### config.mk
export PLATFORM = sky130hd
export DESIGN_NAME = chunk_adder
export DESIGN_NICKNAME = d
export VERILOG_FILES = /design/src/rtl/chunk_adder.sv
export SDC_FILE = /design/constraint.sdc
export NUM_CORES = 1
export LEC_CHECK = 0
export ABC_AREA = 0
export BUFFER_PORTS_ARGS = -buffer_cell sky130_fd_sc_hd__clkbuf_2
export CAP_MARGIN = 10
export CORE_ASPECT_RATIO = 1.4
export CORE_MARGIN = 2
export CORE_UTILIZATION = 58
export DETAILED_ROUTE_END_ITERATION = 16
export PLACE_DENSITY = 0.84
export RECOVER_POWER = 25
export SYNTH_ARGS = -nofsm -noshare
export SYNTH_HDL_FRONTEND = slang
export SYNTH_SLANG_ARGS = --single-unit
### constraint.sdc
create_clock -name clk -period 3.85 [get_ports clk]
set_input_delay 0.1925 -clock clk [delete_from_list [all_inputs] [get_ports clk]]
set_output_delay 0.1925 -clock clk [all_outputs]
set_load 0.01 [all_outputs]
### src/rtl/chunk_adder.sv
// chunk_adder: multi-cycle WIDTH-bit adder, CHUNK bits per clock behind a start/busy/done handshake.
// Define CHUNK_ADDER_OVF_EN to add the two's-complement overflow output ovf.
module chunk_adder #(
  parameter int WIDTH = 128,
  parameter int CHUNK = 8
) (
  input  logic             clk,
  input  logic             rst_n,
  input  logic             start,
  input  logic [WIDTH-1:0] a,
  input  logic [WIDTH-1:0] b,
  input  logic             cin,
  output logic             busy,
  output logic             done,
  output logic [WIDTH-1:0] s,
  output logic             cout
`ifdef CHUNK_ADDER_OVF_EN
  ,
  output logic             ovf
`endif
);
  localparam int K = WIDTH / CHUNK;
  localparam int CW = $clog2(K + 1);
  typedef enum logic [1:0] {IDLE, RUN, DONE} state_t;
  state_t state_q, state_d;
  logic [WIDTH-1:0] a_q, a_d, b_q, b_d, s_q, s_d;
  logic [CW-1:0] cnt_q, cnt_d;
  logic c_q, c_d, busy_q, busy_d, done_q, done_d;
  logic [CHUNK:0] sum;
  logic accept;
`ifdef CHUNK_ADDER_OVF_EN
  logic ovf_q, ovf_d;
  assign ovf = ovf_q;
`endif
  assign sum = {1'b0, a_q[CHUNK-1:0]} + {1'b0, b_q[CHUNK-1:0]} + {{CHUNK{1'b0}}, c_q};
  assign accept = start && (state_q != RUN);
  assign busy = busy_q;
  assign done = done_q;
  assign s = s_q;
  assign cout = c_q;
  always_comb begin
    state_d = state_q;
    a_d = a_q;
    b_d = b_q;
    s_d = s_q;
    c_d = c_q;
    cnt_d = cnt_q;
`ifdef CHUNK_ADDER_OVF_EN
    ovf_d = ovf_q;
`endif
    if (accept) begin
      a_d = a;
      b_d = b;
      c_d = cin;
      cnt_d = '0;
      state_d = RUN;
    end else if (state_q == RUN) begin
      a_d = a_q >> CHUNK;
      b_d = b_q >> CHUNK;
      s_d = WIDTH'({sum[CHUNK-1:0], s_q} >> CHUNK);
      c_d = sum[CHUNK];
`ifdef CHUNK_ADDER_OVF_EN
      // carry into the chunk MSB recovered from its operand and sum bits
      ovf_d = sum[CHUNK] ^ a_q[CHUNK-1] ^ b_q[CHUNK-1] ^ sum[CHUNK-1];
`endif
      cnt_d = cnt_q + 1'b1;
      state_d = (cnt_q == CW'(K - 1)) ? DONE : RUN;
    end else if (state_q == DONE) begin
      state_d = IDLE;
    end
    busy_d = state_d != IDLE;
    done_d = state_d == DONE;
  end
  always_ff @(posedge clk or negedge rst_n) begin
    if (!rst_n) begin
      state_q <= IDLE;
      a_q <= '0;
      b_q <= '0;
      s_q <= '0;
      c_q <= 1'b0;
      cnt_q <= '0;
      busy_q <= 1'b0;
      done_q <= 1'b0;
`ifdef CHUNK_ADDER_OVF_EN
      ovf_q <= 1'b0;
`endif
    end else begin
      state_q <= state_d;
      a_q <= a_d;
      b_q <= b_d;
      s_q <= s_d;
      c_q <= c_d;
      cnt_q <= cnt_d;
      busy_q <= busy_d;
      done_q <= done_d;
`ifdef CHUNK_ADDER_OVF_EN
      ovf_q <= ovf_d;
`endif
    end
  end
endmodule
# Word level (Yosys, flattened, before mapping)
# Index checks and enable logic that the tools add are counted.
totals:
  ff_bits: 394
  out_inout_bits: 131
op_classes:
  addsub: 3
  eq_ne: 5
  n_mux: 12
  n_bitwise: 1
  n_reduce_logical: 4
op_table:
  columns: ["cell", "n"]
  rows:
  - ["128-bit two-way mux", 4]
  - ["5-bit two-way mux", 2]
  - ["8-bit by 8-bit adder with 9-bit output", 1]
  - ["9-bit by 1-bit adder with 9-bit output", 1]
  - ["2-bit two-way mux", 4]
  - ["5-bit by 1-bit adder with 5-bit output, second input constant", 1]
  - ["5-bit by 4-bit == test with 1-bit output, second input constant", 1]
  - ["2-bit == test, second input constant", 2]
  - ["2-bit nonzero test", 2]
  - ["2-bit by 1-bit == test with 1-bit output, second input constant", 1]
  - ["1-bit two-way mux", 2]
  - ["2-bit by 1-bit inequality test with 1-bit output, second input constant", 1]
  - ["2-bit AND reduction", 1]
  - ["1-bit logical AND", 1]
  - ["1-bit NOT", 1]

# Logic depth before layout (Yosys ltp)
# Gate-level depths: netlist (run 1).
logic_depth:
  depth_word: 5
  mapped_depth: 7
  mapped_depth_nobuf: 7

# Worst setup path after synthesis (run 1)
# No wires, ideal clock.
synth_timing:
  path_kind: "register -> register"
  startpoint: "register c_q (netlist: cout)"
  endpoint: "register s_q[126] (netlist: s[126])"
  arrival_ns: 1.874
  slack_ns: 1.908
  n_path_buf: 0
  path_stages_with_launch: 8
  period_less_slack_ns: 1.942
  cell_sequence: "dfrtp_1 -> fa_1 -> inv_1 -> fa_1 -> nor2b_1 -> o31a_1 -> or3_1 -> nand3_1"
synth_via:
  elab_chain_cells: 1
synth_rtl:
  columns: ["element", "line_no", "text"]
  rows:
  - ["from (decl)", "28", "logic c_q, c_d, busy_q, busy_d, done_q, done_d;"]
  - ["from (signal assigned)", "80", "c_q <= 1'b0;"]
  - ["from (signal assigned)", "92", "c_q <= c_d;"]
  - ["9-bit by 1-bit adder with 9-bit output", "35", "assign sum = {1'b0, a_q[CHUNK-1:0]} + {1'b0, b_q[CHUNK-1:0]} + {{CHUNK{1'b0}}, c_q};"]
  - ["to (signal assigned)", "79", "s_q <= '0;"]
  - ["to (signal assigned)", "91", "s_q <= s_d;"]
  - ["to (decl)", "26", "logic [WIDTH-1:0] a_q, a_d, b_q, b_d, s_q, s_d;"]
# No other way between the ends.
# A chain may end at the register's enable or synchronous reset.

# Worst setup path after layout (run 1)
layout_timing:
  startpoint: "register state_q[1]"
  endpoint: "register s_q[57] (netlist: s[57])"
layout_via:
  elab_chain_cells: 4
layout_rtl:
  columns: ["element", "line_no", "text"]
  rows:
  - ["from (decl)", "25", "state_t state_q, state_d;"]
  - ["from (signal assigned)", "88", "state_q <= state_d;"]
  - ["2-bit by 1-bit inequality test with 1-bit output", "36", "assign accept = start && (state_q != RUN);"]
  - ["1-bit logical AND", "36", null]
  - ["1-bit NOT (no source line)", null, null]
  - ["2-bit AND reduction (no source line) *", null, null]
# Every way passes the cells marked *; elsewhere a longest branch is shown, timed or not.

==> metrics.md, run 1 <==
| Metric | Value |
|---|---|
| Grt ovf | 0 |
| Placer Congestion | 0.872 |
| Post-cts sizing count | 0 |
| Final Cell Area | 23,000 um2 |
| Required time of the critical path | 4.31 ns |
| Root Driver | clkbuf_16 |
| Die width | 149 um |
| Drt total wl | 55,700 um |
| Reg2Reg Setup Slack | 1.77 ns |
| Min-Delay Path Class | in2reg |
| Max-cap violations | 0 |
| Reg2Reg Depth | 4 |
| Primary FF master, synth | dfrtp_1 |
| Area contributors post-synth | dfrtp_1, mux2i_1, nand2_1, o21ai_1, buf_2 |
| Initial antenna violation count | 8 |
| Post-Syn Instances | 1,711 |
| Vias | 15,700 |
| Post-route ant nets | 0 |
| 1st-iter DRT viols | 1,051 |
| First-pass GRT wire length | 87,400 um |
| Vias/cell | 5.76 |
| CP max FO | 78 |
| Hold Crit Depth | 3 |
| RSZ-0062 raised after global routing | no |
| Final Max Tran Viols | 0 |
| #FFs+latches synth | 394 |
| CTS tree | yes |
| Worst-path clk slew | 0.06 ns |
| PD cells | 729 nW/um2 |
| Clk Latency, worst-skew pair | 0.54 ns |
| Die Y | 208 um |
| Postcts setup bufs | 0 |
| Ys async rst share | 1.00 |
| Die ar. | 31,000 um2 |
| Commonest cells post-synth | nand2_1, dfrtp_1, mux2i_1, o21ai_1, buf_2 |
| Normalized max-slew margin | 0.350 |
| Final Hold Viols | 0 |
| Most frequent cell after synthesis | nand2_1 |
| Post-synth EDFFs | 0 |
| Avg Inst Size Synth | 10.0 um2 |
| Achievable clock frequency | 0.482 GHz |
| Largest net degree at the start of global routing | 186 |
| CORE AREA | 29,200 um2 |
| Mapped cell area | 17,200 um2 |
| Power Total | 16,800 uW |
| Placed cell areas | 19,300 um2 |
| Remaining DRCs | 0 |
| Final nets | 2,575 |
| Synthesized net count | 1,982 |
| Critical path class | reg2reg |
| Share of the synthesized area in the top cell type | 0.574 |
| CP Capture Type | flop |
| Clk buf depth | 3 |
| Startpoint types | flop |
| Clock sinks | 394 |
| Crit path top cell by count | nand2_1 |
| Synth warnings | 0 |
| Num rows | 74 |
| Slew @ Worst Pin | 0.975 ns |
| Final hold slack | 0.0212 ns |
| Reg-to-reg endpoint | s[57]$_DFFE_PN0P_ |
| IO Count | 391 |
| Hold Crit Endpoint | a_q[110]$_DFFE_PN0P_ |
| Hold Path Origin | a[110] |
| Post-layout minimum cycle time | 2.08 ns |
| Wire length per cell | 20.5 um |
| Distinct cells, synth | 45 |
| Total GRT Usage | 0.359 |
| Peak supply drop | 0.529 mV |
| CP max-delay cell | nand2b_4 |
| Layout area overhead | 34.1% |
| Initial Util | 0.589 |
| WP data arrival | 2.54 ns |
| Layout Skew | 0.0228 ns |
| Worst R2R Start | state_q[1]$_DFF_PN0_ |
| TritonCTS Buffers | 39 |
| H-tree levels | 2 |
| Cells along the critical path | nand2b_4, buf_4, nand2_1, nand2_1 |
| Final Core Density | 0.790 |
| Hold-fix buffers, CTS | 256 |
| First-pass DRT Iterations | 5 |
| Largest area contributor in the netlist | dfrtp_1 |
| Post-DP HPWL | 29,800 um |
| Leakage | 0.0118 uW |
| CP max stage delay | 0.66 ns |
| Port Buf Inserts | 390 |
| Number of global-route vias before repair | 16,400 |
| Setup Viol. Count Final | 0 |
| Status | complete, no violations |
| Sequential area share after synthesis | 0.574 |
| Final period utilization | 0.539 |
| Share of post-route cells with drive strength above 1 | 0.158 |
| Setup TNS | 0 ns |
[cells in the final DEF (no fill, tap or decap), types with 15 or more instances in the layout]
cell and instances:
clkbuf_1 113, clkbuf_16 41, clkbuf_2 286, dfrtp_1 394, dlygate4sd3_1 256, mux2i_1 257, nand2_1 614, nor2_1 19
o21ai_0 15, o21ai_1 234
[registers in the layout, indices dropped and copies added (netlist names)]
signal,cells
busy,1
cnt_q,5
done,1
b_q,128
cout,1
a_q,128
state_q,2
s,128
[metal layers]
layer,part of all wire,track usage,wire length (um),vias to the layer above
met2,0.50,0.601,27700,926
met5,0.00025,0,14,-
met4,0.080,0.251,4460,2
met1,0.35,0.406,19400,7520
met3,0.074,0.0767,4130,337
li1,-,-,-,6877
[worst max path at each step]
stage | slack [ns] | start | cells past startpoint | end
floorplan | 1.91 | cout$_DFFE_PN0P_ | 7 | s[126]$_DFFE_PN0P_
global placement | 1.88 | cout$_DFFE_PN0P_ | 7 | cout$_DFFE_PN0P_
detailed placement | 1.83 | state_q[1]$_DFF_PN0_ | 4 | s[90]$_DFFE_PN0P_
CTS | 1.78 | state_q[1]$_DFF_PN0_ | 4 | s[49]$_DFFE_PN0P_
global route | 1.55 | state_q[1]$_DFF_PN0_ | 4 | s[57]$_DFFE_PN0P_
finish | 1.77 | state_q[1]$_DFF_PN0_ | 4 | s[57]$_DFFE_PN0P_
[report_power, final]
group	switching [uW]	internal [uW]	leakage, uW
clock network	1660	2260	0.000623
registers	1310	5810	0.00510
logic	3710	2060	0.00605
[cells by family after synthesis]
| group | count (synthesis) | synth area share |
|---|---|---|
| AND/OR/NAND/NOR | 654 | 0.146 |
| flip-flops | 394 | 0.574 |
| AO/OA/AOI/OAI | 273 | 0.0842 |
| multiplexers | 258 | 0.150 |
| buffers and inverters | 120 | 0.0358 |
| adder cells (fa/ha/maj) | 11 | 0.00888 |
| XOR/XNOR | 1 | 0.000510 |
[critical path: cells and delay by family, from the launching register on]
| family | cells | cell delay (ns) |
|---|---|---|
| buf+inv | 1 | 0.66 |
| flops | 1 | 0.38 |
| simple gates | 3 | 0.92 |
[cell type report]
class / count / area (um2)
inverter: 6 / 22.5
sequential: 394 / 9860
clock buffer: 57 / 1150
antenna: 9 / 22.5
clock inverter: 9 / 126
fill: 1694 / 6120
timing repair buffer: 666 / 4680
tap: 380 / 475
multi-input combinational: 1197 / 6720
[per-stage QoR]
| stage | cells | setup WS (ns) |
|---|---|---|
| floorplan | 1711 | 1.91 |
| global placement | 2387 | 1.88 |
| detailed placement | 2387 | 1.83 |
| CTS | 2709 | 1.78 |
| global route | 2716 | 1.55 |
| finish | 2718 | 1.77 |
Note: power is estimated with default switching activity, not from simulation.
==> inputs of run 2 (changes only) <==
- CORE_UTILIZATION: 58 -> 49
- PLACE_DENSITY: 0.84 -> 0.75
- clock period: 3.85 -> 1.7 ns (I/O delays scaled with it)
==> run 2 against run 1 <==
  * The run now ends with setup timing left
  * Clock skew fell by 0.0099 ns
  * First-iteration DRC count rose by 11%
  * Hold slack improved by 0.050 ns
  * Flip-flop and latch count did not move
  * Sequential share of layout area fell by 1.2 points
  * Wire length fell by 5.3%
  * Non-clock buffer count rose by 36
  * Clock power rose by 120%
  * Die area rose by 18%
  * Via count fell by 3.4%
  * Critical endpoint is now s[125]$_DFFE_PN0P_
  * Final area rose by 3.0%
  * Power rose by 130%
==> metrics.md, run 2 (synthesis gave the netlist of run 1 again) <==
| Metric | Value |
|---|---|
| Status | complete, but fails checks (was complete, no violations) |
| Violated checks | setup timing |
| CP max-delay cell | fa_2 (was nand2b_4) |
| Required time of the critical path | 2.11 ns (was 4.31 ns) |
| Drt total wl | 52,700 um (was 55,700 um) |
| Worst Setup SP | b_q[0]$_DFFE_PN0P_ (was state_q[1]$_DFF_PN0_) |
| Vias/cell | 5.34 (was 5.76) |
| Layout area overhead | 38.1% (was 34.1%) |
| Die width | 162 um (was 149 um) |
| Share of post-route cells with drive strength above 1 | 0.217 (was 0.158) |
| RSZ-0062 raised after global routing | yes (was no) |
| Post-route ant nets | 0 (unchanged) |
| PD cells | 1630 nW/um2 (was 729 nW/um2) |
| Crit-path leading delay family | compound AO/OA/AOI/OAI gates (was simple AND/OR/NAND/NOR gates) |
| Critical path class | reg2reg (unchanged) |
| TritonCTS Buffers | 39 (unchanged) |
| Cells along the critical path | fa_2, buf_6, a211o_4, a21oi_4, nor4b_2, a211o_1 (was nand2b_4, buf_4, nand2_1, nand2_1) |
| Peak supply drop | 1.14 mV (was 0.529 mV) |
| Final Max Tran Viols | 0 (unchanged) |
| Vias | 15,100 (was 15,700) |
| Remaining DRCs | 0 (unchanged) |
| Wire length per cell | 18.6 um (was 20.5 um) |
| CP Capture Type | flop (unchanged) |
| Cell internal pwr | 23,800 uW (was 10,100 uW) |
| Reg2Reg Setup Slack | -0.23 ns (was 1.77 ns) |
| Grt ovf | 0 (unchanged) |
| Final cell count without fillers | 2,835 (was 2,718) |
| Root Driver | clkbuf_16 (unchanged) |
| CP max FO | 3 (was 78) |
| Min-Delay Path Class | in2reg (unchanged) |
| Clk buf depth | 3 (unchanged) |
| Number of global-route vias before repair | 16,200 (was 16,400) |
| Fillers | 2,449 (was 1,694) |
| 1st-iter DRT viols | 1,165 (was 1,051) |
| Slew @ Worst Pin | 1.03 ns (was 0.975 ns) |
| Layout Skew | 0.0129 ns (was 0.0228 ns) |
| Hold Path Origin | start (was a[110]) |
| Die Y | 226 um (was 208 um) |
| First-pass DRT Iterations | 5 (unchanged) |
| Setup Viol. Count Final | 6 (was 0) |
| Cell total after placement | 2,494 (was 2,387) |
| Post-layout minimum cycle time | 1.93 ns (was 2.08 ns) |
| Most frequent cells in the layout | nand2_1, dfrtp_1, clkbuf_2 (unchanged) |
| Achievable clock frequency | 0.519 GHz (was 0.482 GHz) |
| Worst setup slack after layout | -0.227 ns (was 1.77 ns) |
| Worst R2R Start | b_q[0]$_DFFE_PN0P_ (was state_q[1]$_DFF_PN0_) |
| First-pass GRT wire length | 82,900 um (was 87,400 um) |
| Final Core Density | 0.683 (was 0.790) |
| Die ar. | 36,600 um2 (was 31,000 um2) |
| Buf+Inv Stages, Crit Path | 1 (unchanged) |
| CORE AREA | 34,800 um2 (was 29,200 um2) |
| Reg2Reg Depth | 6 (was 4) |
| Setup TNS | -1.03 ns (was 0 ns) |
| Final period utilization | 1.13 (was 0.539) |
| Leakage | 0.0123 uW (was 0.0118 uW) |
| Num rows | 81 (was 74) |
| CP endpoint | s[125]$_DFFE_PN0P_ (was s[57]$_DFFE_PN0P_) |
| Initial antenna violation count | 12 (was 8) |
| Final nets | 2,611 (was 2,575) |
| Most common cell after layout, fill and taps aside | nand2_1 (unchanged) |
| Post-Place Worst Slack | -0.239 ns (was 1.83 ns) |
| CTS tree | yes (unchanged) |
| CP Depth | 6 (was 4) |
| IO Count | 391 (unchanged) |
| Net Sw Frac | 0.384 (was 0.397) |
| Post-DP HPWL | 31,600 um (was 29,800 um) |
| Max-cap violations | 0 (unchanged) |
| Total GRT Usage | 0.287 (was 0.359) |
| Largest net degree at the start of global routing | 121 (was 186) |
| CP max stage delay | 0.42 ns (was 0.66 ns) |
| Placer Congestion | 0.858 (was 0.872) |
| Port Buf Inserts | 390 (unchanged) |
| Final Hold Viols | 0 (unchanged) |
| P_sw | 14,800 uW (was 6680 uW) |
| H-tree levels | 2 (unchanged) |
| Comb pwr share | 0.362 (was 0.343) |
| Startpoint types | flop (unchanged) |
| Worst-path clk slew | 0.06 ns (about the same) |
| WP data arrival | 2.34 ns (was 2.54 ns) |
| Normalized max-slew margin | 0.317 (was 0.350) |
| Clock Power Share | 0.225 (was 0.233) |
| Clk Latency, worst-skew pair | 0.54 ns (about the same) |
| Clock sinks | 394 (unchanged) |
| Reg-to-reg endpoint | s[125]$_DFFE_PN0P_ (was s[57]$_DFFE_PN0P_) |
| Sequential share of power | 0.413 (was 0.424) |
| Initial Util | 0.494 (was 0.589) |
-- run 2: power by group through the flow --
stage	Combinational [uW]	Clock [uW]	Sequential (uW)
floorplan	8120	0	15700
global placement	12300	0	15800
detailed placement	12800	0	15900
CTS	13500	8810	15800
global route	15600	9170	16300
finish	14000	8690	15900
-- run 2: area by class of cell --
class / instances / area [um2] / area share
Sequential cell: 394 / 9860 / 0.415
Multi-Input combinational cell: 1197 / 6780 / 0.286
Timing Repair Buffer: 702 / 5210 / 0.219
Clock buffer: 58 / 1160 / 0.0489
Tap cell: 456 / 571 / 0.0240
Clock inverter: 8 / 98.8 / 0.00417
Antenna cell: 14 / 35.0 / 0.00148
Inverter: 6 / 22.5 / 0.000949
-- run 2: worst min-delay path by stage --
| stage | slack (ns) | cells past startpoint | to |
|---|---|---|---|
| 3_3_place_gp | 0.1 | 1 | a_q[83]$_DFFE_PN0P_ |
| 6_report | 0.07 | 3 | b_q[72]$_DFFE_PN0P_ |
| 3_5_place_dp | 0.10 | 1 | a_q[91]$_DFFE_PN0P_ |
| 4_1_cts | 0.02 | 3 | b_q[122]$_DFFE_PN0P_ |
| 5_1_grt | 0.08 | 3 | state_q[1]$_DFF_PN0_ |
| 2_1_floorplan | -0.21 | 0 | a_q[0]$_DFFE_PN0P_ |
-- run 2: worst reg2reg max path, stage by stage (launching register included) --
cell	delay, ns
dfrtp_1	0.40
fa_2	0.42
buf_6	0.14
a211o_4	0.36
a21oi_4	0.20
nor4b_2	0.07
a211o_1	0.22
-- run 2: per-layer routing --
| metal | routed length (um) | up-vias | GRT usage |
|---|---|---|---|
| met5 | 11 | - | 0 |
| met1 | 19700 | 7309 | 0.325 |
| met4 | 3110 | 2 | 0.171 |
| met2 | 26900 | 632 | 0.506 |
| met3 | 2940 | 216 | 0.0501 |
| li1 | - | 6968 | - |
-- run 2: what timing repair did --
action,in CTS,in global routing
hold buffers,258,0
gates resized for setup,6,5
hold endpoints to repair,467,0
pin swaps,5,4
setup endpoints to repair,5,7
buffers inserted,3,0
gates cloned,0,0
-- run 2: per-stage QoR --
stage	hold slack, ns	cell area (um2)	total power [uW]
3_3_place_gp	0.0974	19800	28100
5_1_grt	0.0804	23700	41100
2_1_floorplan	-0.211	17200	23800
3_5_place_dp	0.103	19800	28700
4_1_cts	0.0234	23700	38100
6_report	0.0712	23700	38600
==> inputs of run 3 (changes only) <==
- RECOVER_POWER: 25 -> 50
==> run 3 against run 2 <==
  * Register-to-register slack barely moved
  * Final area decreased by 0.45%
  * Via count is 0.42% lower
  * Combinational power is essentially flat
  * Sequential share of layout area rose by 0.19 points
  * Clock power is essentially flat
  * The flow still finishes with violations (setup timing)
  * Hold slack barely moved
  * Final cell count hardly changed
  * Sequential power is essentially flat
==> metrics.md, run 3 (synthesis gave the netlist of run 1 again) <==
| Metric | Value |
|---|---|
| Status | complete, but fails checks (unchanged) |
| Violated checks | setup timing (unchanged) |
| Initial antenna violation count | 12 (unchanged) |
| Worst setup slack after layout | -0.226 ns (was -0.227 ns) |
| Total GRT Usage | 0.287 (unchanged) |
| First-pass DRT Iterations | 8 (was 5) |
| Normalized max-slew margin | 0.347 (was 0.317) |
| Vias/cell | 5.31 (was 5.34) |
| Setup TNS | -1.03 ns (about the same) |
| Worst Setup SP | b_q[0]$_DFFE_PN0P_ (unchanged) |
| Final Max Tran Viols | 0 (unchanged) |
| Port Buf Inserts | 390 (unchanged) |
| CP Capture Type | flop (unchanged) |
| Vias | 15,100 (about the same) |
| Cell total after placement | 2,494 (unchanged) |
| Layout area overhead | 37.5% (was 38.1%) |
| Achievable clock frequency | 0.519 GHz (about the same) |
| 1st-iter DRT viols | 1,109 (was 1,165) |
| Clk buf depth | 3 (unchanged) |
| Reg-to-reg endpoint | s[125]$_DFFE_PN0P_ (unchanged) |
| Worst R2R Start | b_q[0]$_DFFE_PN0P_ (unchanged) |
| Final nets | 2,611 (unchanged) |
| Most common cell after layout, fill and taps aside | nand2_1 (unchanged) |
| Placed cell areas | 19,800 um2 (unchanged) |
| Clk Latency, worst-skew pair | 0.53 ns (was 0.54 ns) |
| Most frequent cells in the layout | nand2_1, dfrtp_1, clkbuf_2 (unchanged) |
| Startpoint types | flop (unchanged) |
| CP max-delay cell | fa_2 (unchanged) |
| Setup Viol. Count Final | 6 (unchanged) |
| Number of global-route vias before repair | 16,200 (unchanged) |
| Final Core Density | 0.680 (was 0.683) |
| Peak supply drop | 1.14 mV (about the same) |
| H-tree levels | 2 (unchanged) |
| Initial Util | 0.494 (unchanged) |
| Remaining DRCs | 0 (unchanged) |
| Final Cell Area | 23,600 um2 (was 23,700 um2) |
| TritonCTS Buffers | 39 (unchanged) |
| WP data arrival | 2.34 ns (about the same) |
| Share of post-route cells with drive strength above 1 | 0.192 (was 0.217) |
| Required time of the critical path | 2.11 ns (about the same) |
| Post-DP HPWL | 31,600 um (unchanged) |
| Num rows | 81 (unchanged) |
| CP max stage delay | 0.42 ns (about the same) |
| PD cells | 1630 nW/um2 (about the same) |
| Cells along the critical path | fa_2, buf_6, a211o_4, a21oi_4, nor4b_2, a211o_1 (unchanged) |
| Largest net degree at the start of global routing | 121 (unchanged) |
| Final period utilization | 1.13 (about the same) |
| Hold Path Origin | start (unchanged) |
| Placer Congestion | 0.858 (unchanged) |
| IO Count | 391 (unchanged) |
| Wire length per cell | 18.6 um (about the same) |
| Die Y | 226 um (unchanged) |
| Reg2Reg Depth | 6 (unchanged) |
| Grt ovf | 0 (unchanged) |
| Die width | 162 um (unchanged) |
| Post-route ant nets | 0 (unchanged) |
| Clock sinks | 394 (unchanged) |
| Leakage | 0.0121 uW (was 0.0123 uW) |
| Max-cap violations | 0 (unchanged) |
| Reg2Reg Setup Slack | -0.23 ns (about the same) |
| CP endpoint | s[125]$_DFFE_PN0P_ (unchanged) |
| Critical path class | reg2reg (unchanged) |
| Min-Delay Path Class | in2reg (unchanged) |
| Die ar. | 36,600 um2 (unchanged) |
| CTS tree | yes (unchanged) |
| CORE AREA | 34,800 um2 (unchanged) |
| RSZ-0062 raised after global routing | yes (unchanged) |
| Post-layout minimum cycle time | 1.93 ns (about the same) |
| First-pass GRT wire length | 82,900 um (unchanged) |
| Worst-path clk slew | 0.06 ns (about the same) |
| CP max FO | 3 (unchanged) |
| Drt total wl | 52,800 um (was 52,700 um) |
| Slew @ Worst Pin | 0.980 ns (was 1.03 ns) |
| Layout Skew | 0.0107 ns (was 0.0129 ns) |
| Root Driver | clkbuf_16 (unchanged) |
| Final Hold Viols | 0 (unchanged) |
| Final cell count without fillers | 2,836 (was 2,835) |
| Final hold slack | 0.0715 ns (was 0.0712 ns) |
[run 3: cell count changes in the layout (fill, tap and decap cells not counted), moves of 2 or more]
cell,delta
buf_4,-2
buf_12,-2
clkbuf_1,+60
clkbuf_2,-57
[run 3: final cells by class]
cell class,count,area (um2)
multi-input cells,1197,6770
clock inverters,8,98.8
repair buffers,702,5100
inverters,6,22.5
clock buffers,58,1160
diodes,15,37.5
flip-flops and latches,394,9860
fillers,2499,11100
well taps,456,571
[run 3: worst min path at each step]
stage	slack, ns	to	depth (start not counted)
6_report	0.07	b_q[72]$_DFFE_PN0P_	3
4_1_cts	0.02	b_q[122]$_DFFE_PN0P_	3
5_1_grt	0.08	state_q[1]$_DFF_PN0_	3
3_5_place_dp	0.10	a_q[91]$_DFFE_PN0P_	1
2_1_floorplan	-0.21	a_q[0]$_DFFE_PN0P_	0
3_3_place_gp	0.1	a_q[83]$_DFFE_PN0P_	1
[run 3: timing repair]
item                                   in CTS  in global routing
hold buffers                              258                  0
endpoints found under the hold margin     467                  0
cloned                                      0                  0
gates resized for setup                     6                  5
setup buffers                               3                  0
setup endpoints to repair                   5                  7
pin swaps                                   5                  4
[run 3: report_power, final]
group          switching (uW)  internal [uW]  total, uW  leakage [uW]
Combinational            8350           5440      13800       0.00640
Sequential               2780          13200      15900       0.00510
Clock                    3670           5020       8690      0.000612
[run 3: layer usage]
layer,routed length (um),share of wire,GRT usage,vias up
li1,-,-,-,6967
met1,19700,0.37,0.325,7232
met2,26800,0.51,0.506,647
met3,3110,0.059,0.0501,215
met4,3130,0.059,0.171,2
met5,11,0.00021,0,-
[run 3: worst max-delay path: cells and delay by family (launching register included)]
kind	cells	cell delay, ns
simple gates	1	0.07
compound gates	3	0.78
buf+inv	1	0.14
fa+ha+maj	1	0.42
flops	1	0.40
[run 3: through the flow]
stage	setup WS [ns]	power [uW]
2_1_floorplan	-0.129	23800
5_1_grt	-0.269	40900
4_1_cts	-0.215	38100
3_5_place_dp	-0.239	28700
3_3_place_gp	-0.211	28100
6_report	-0.226	38400
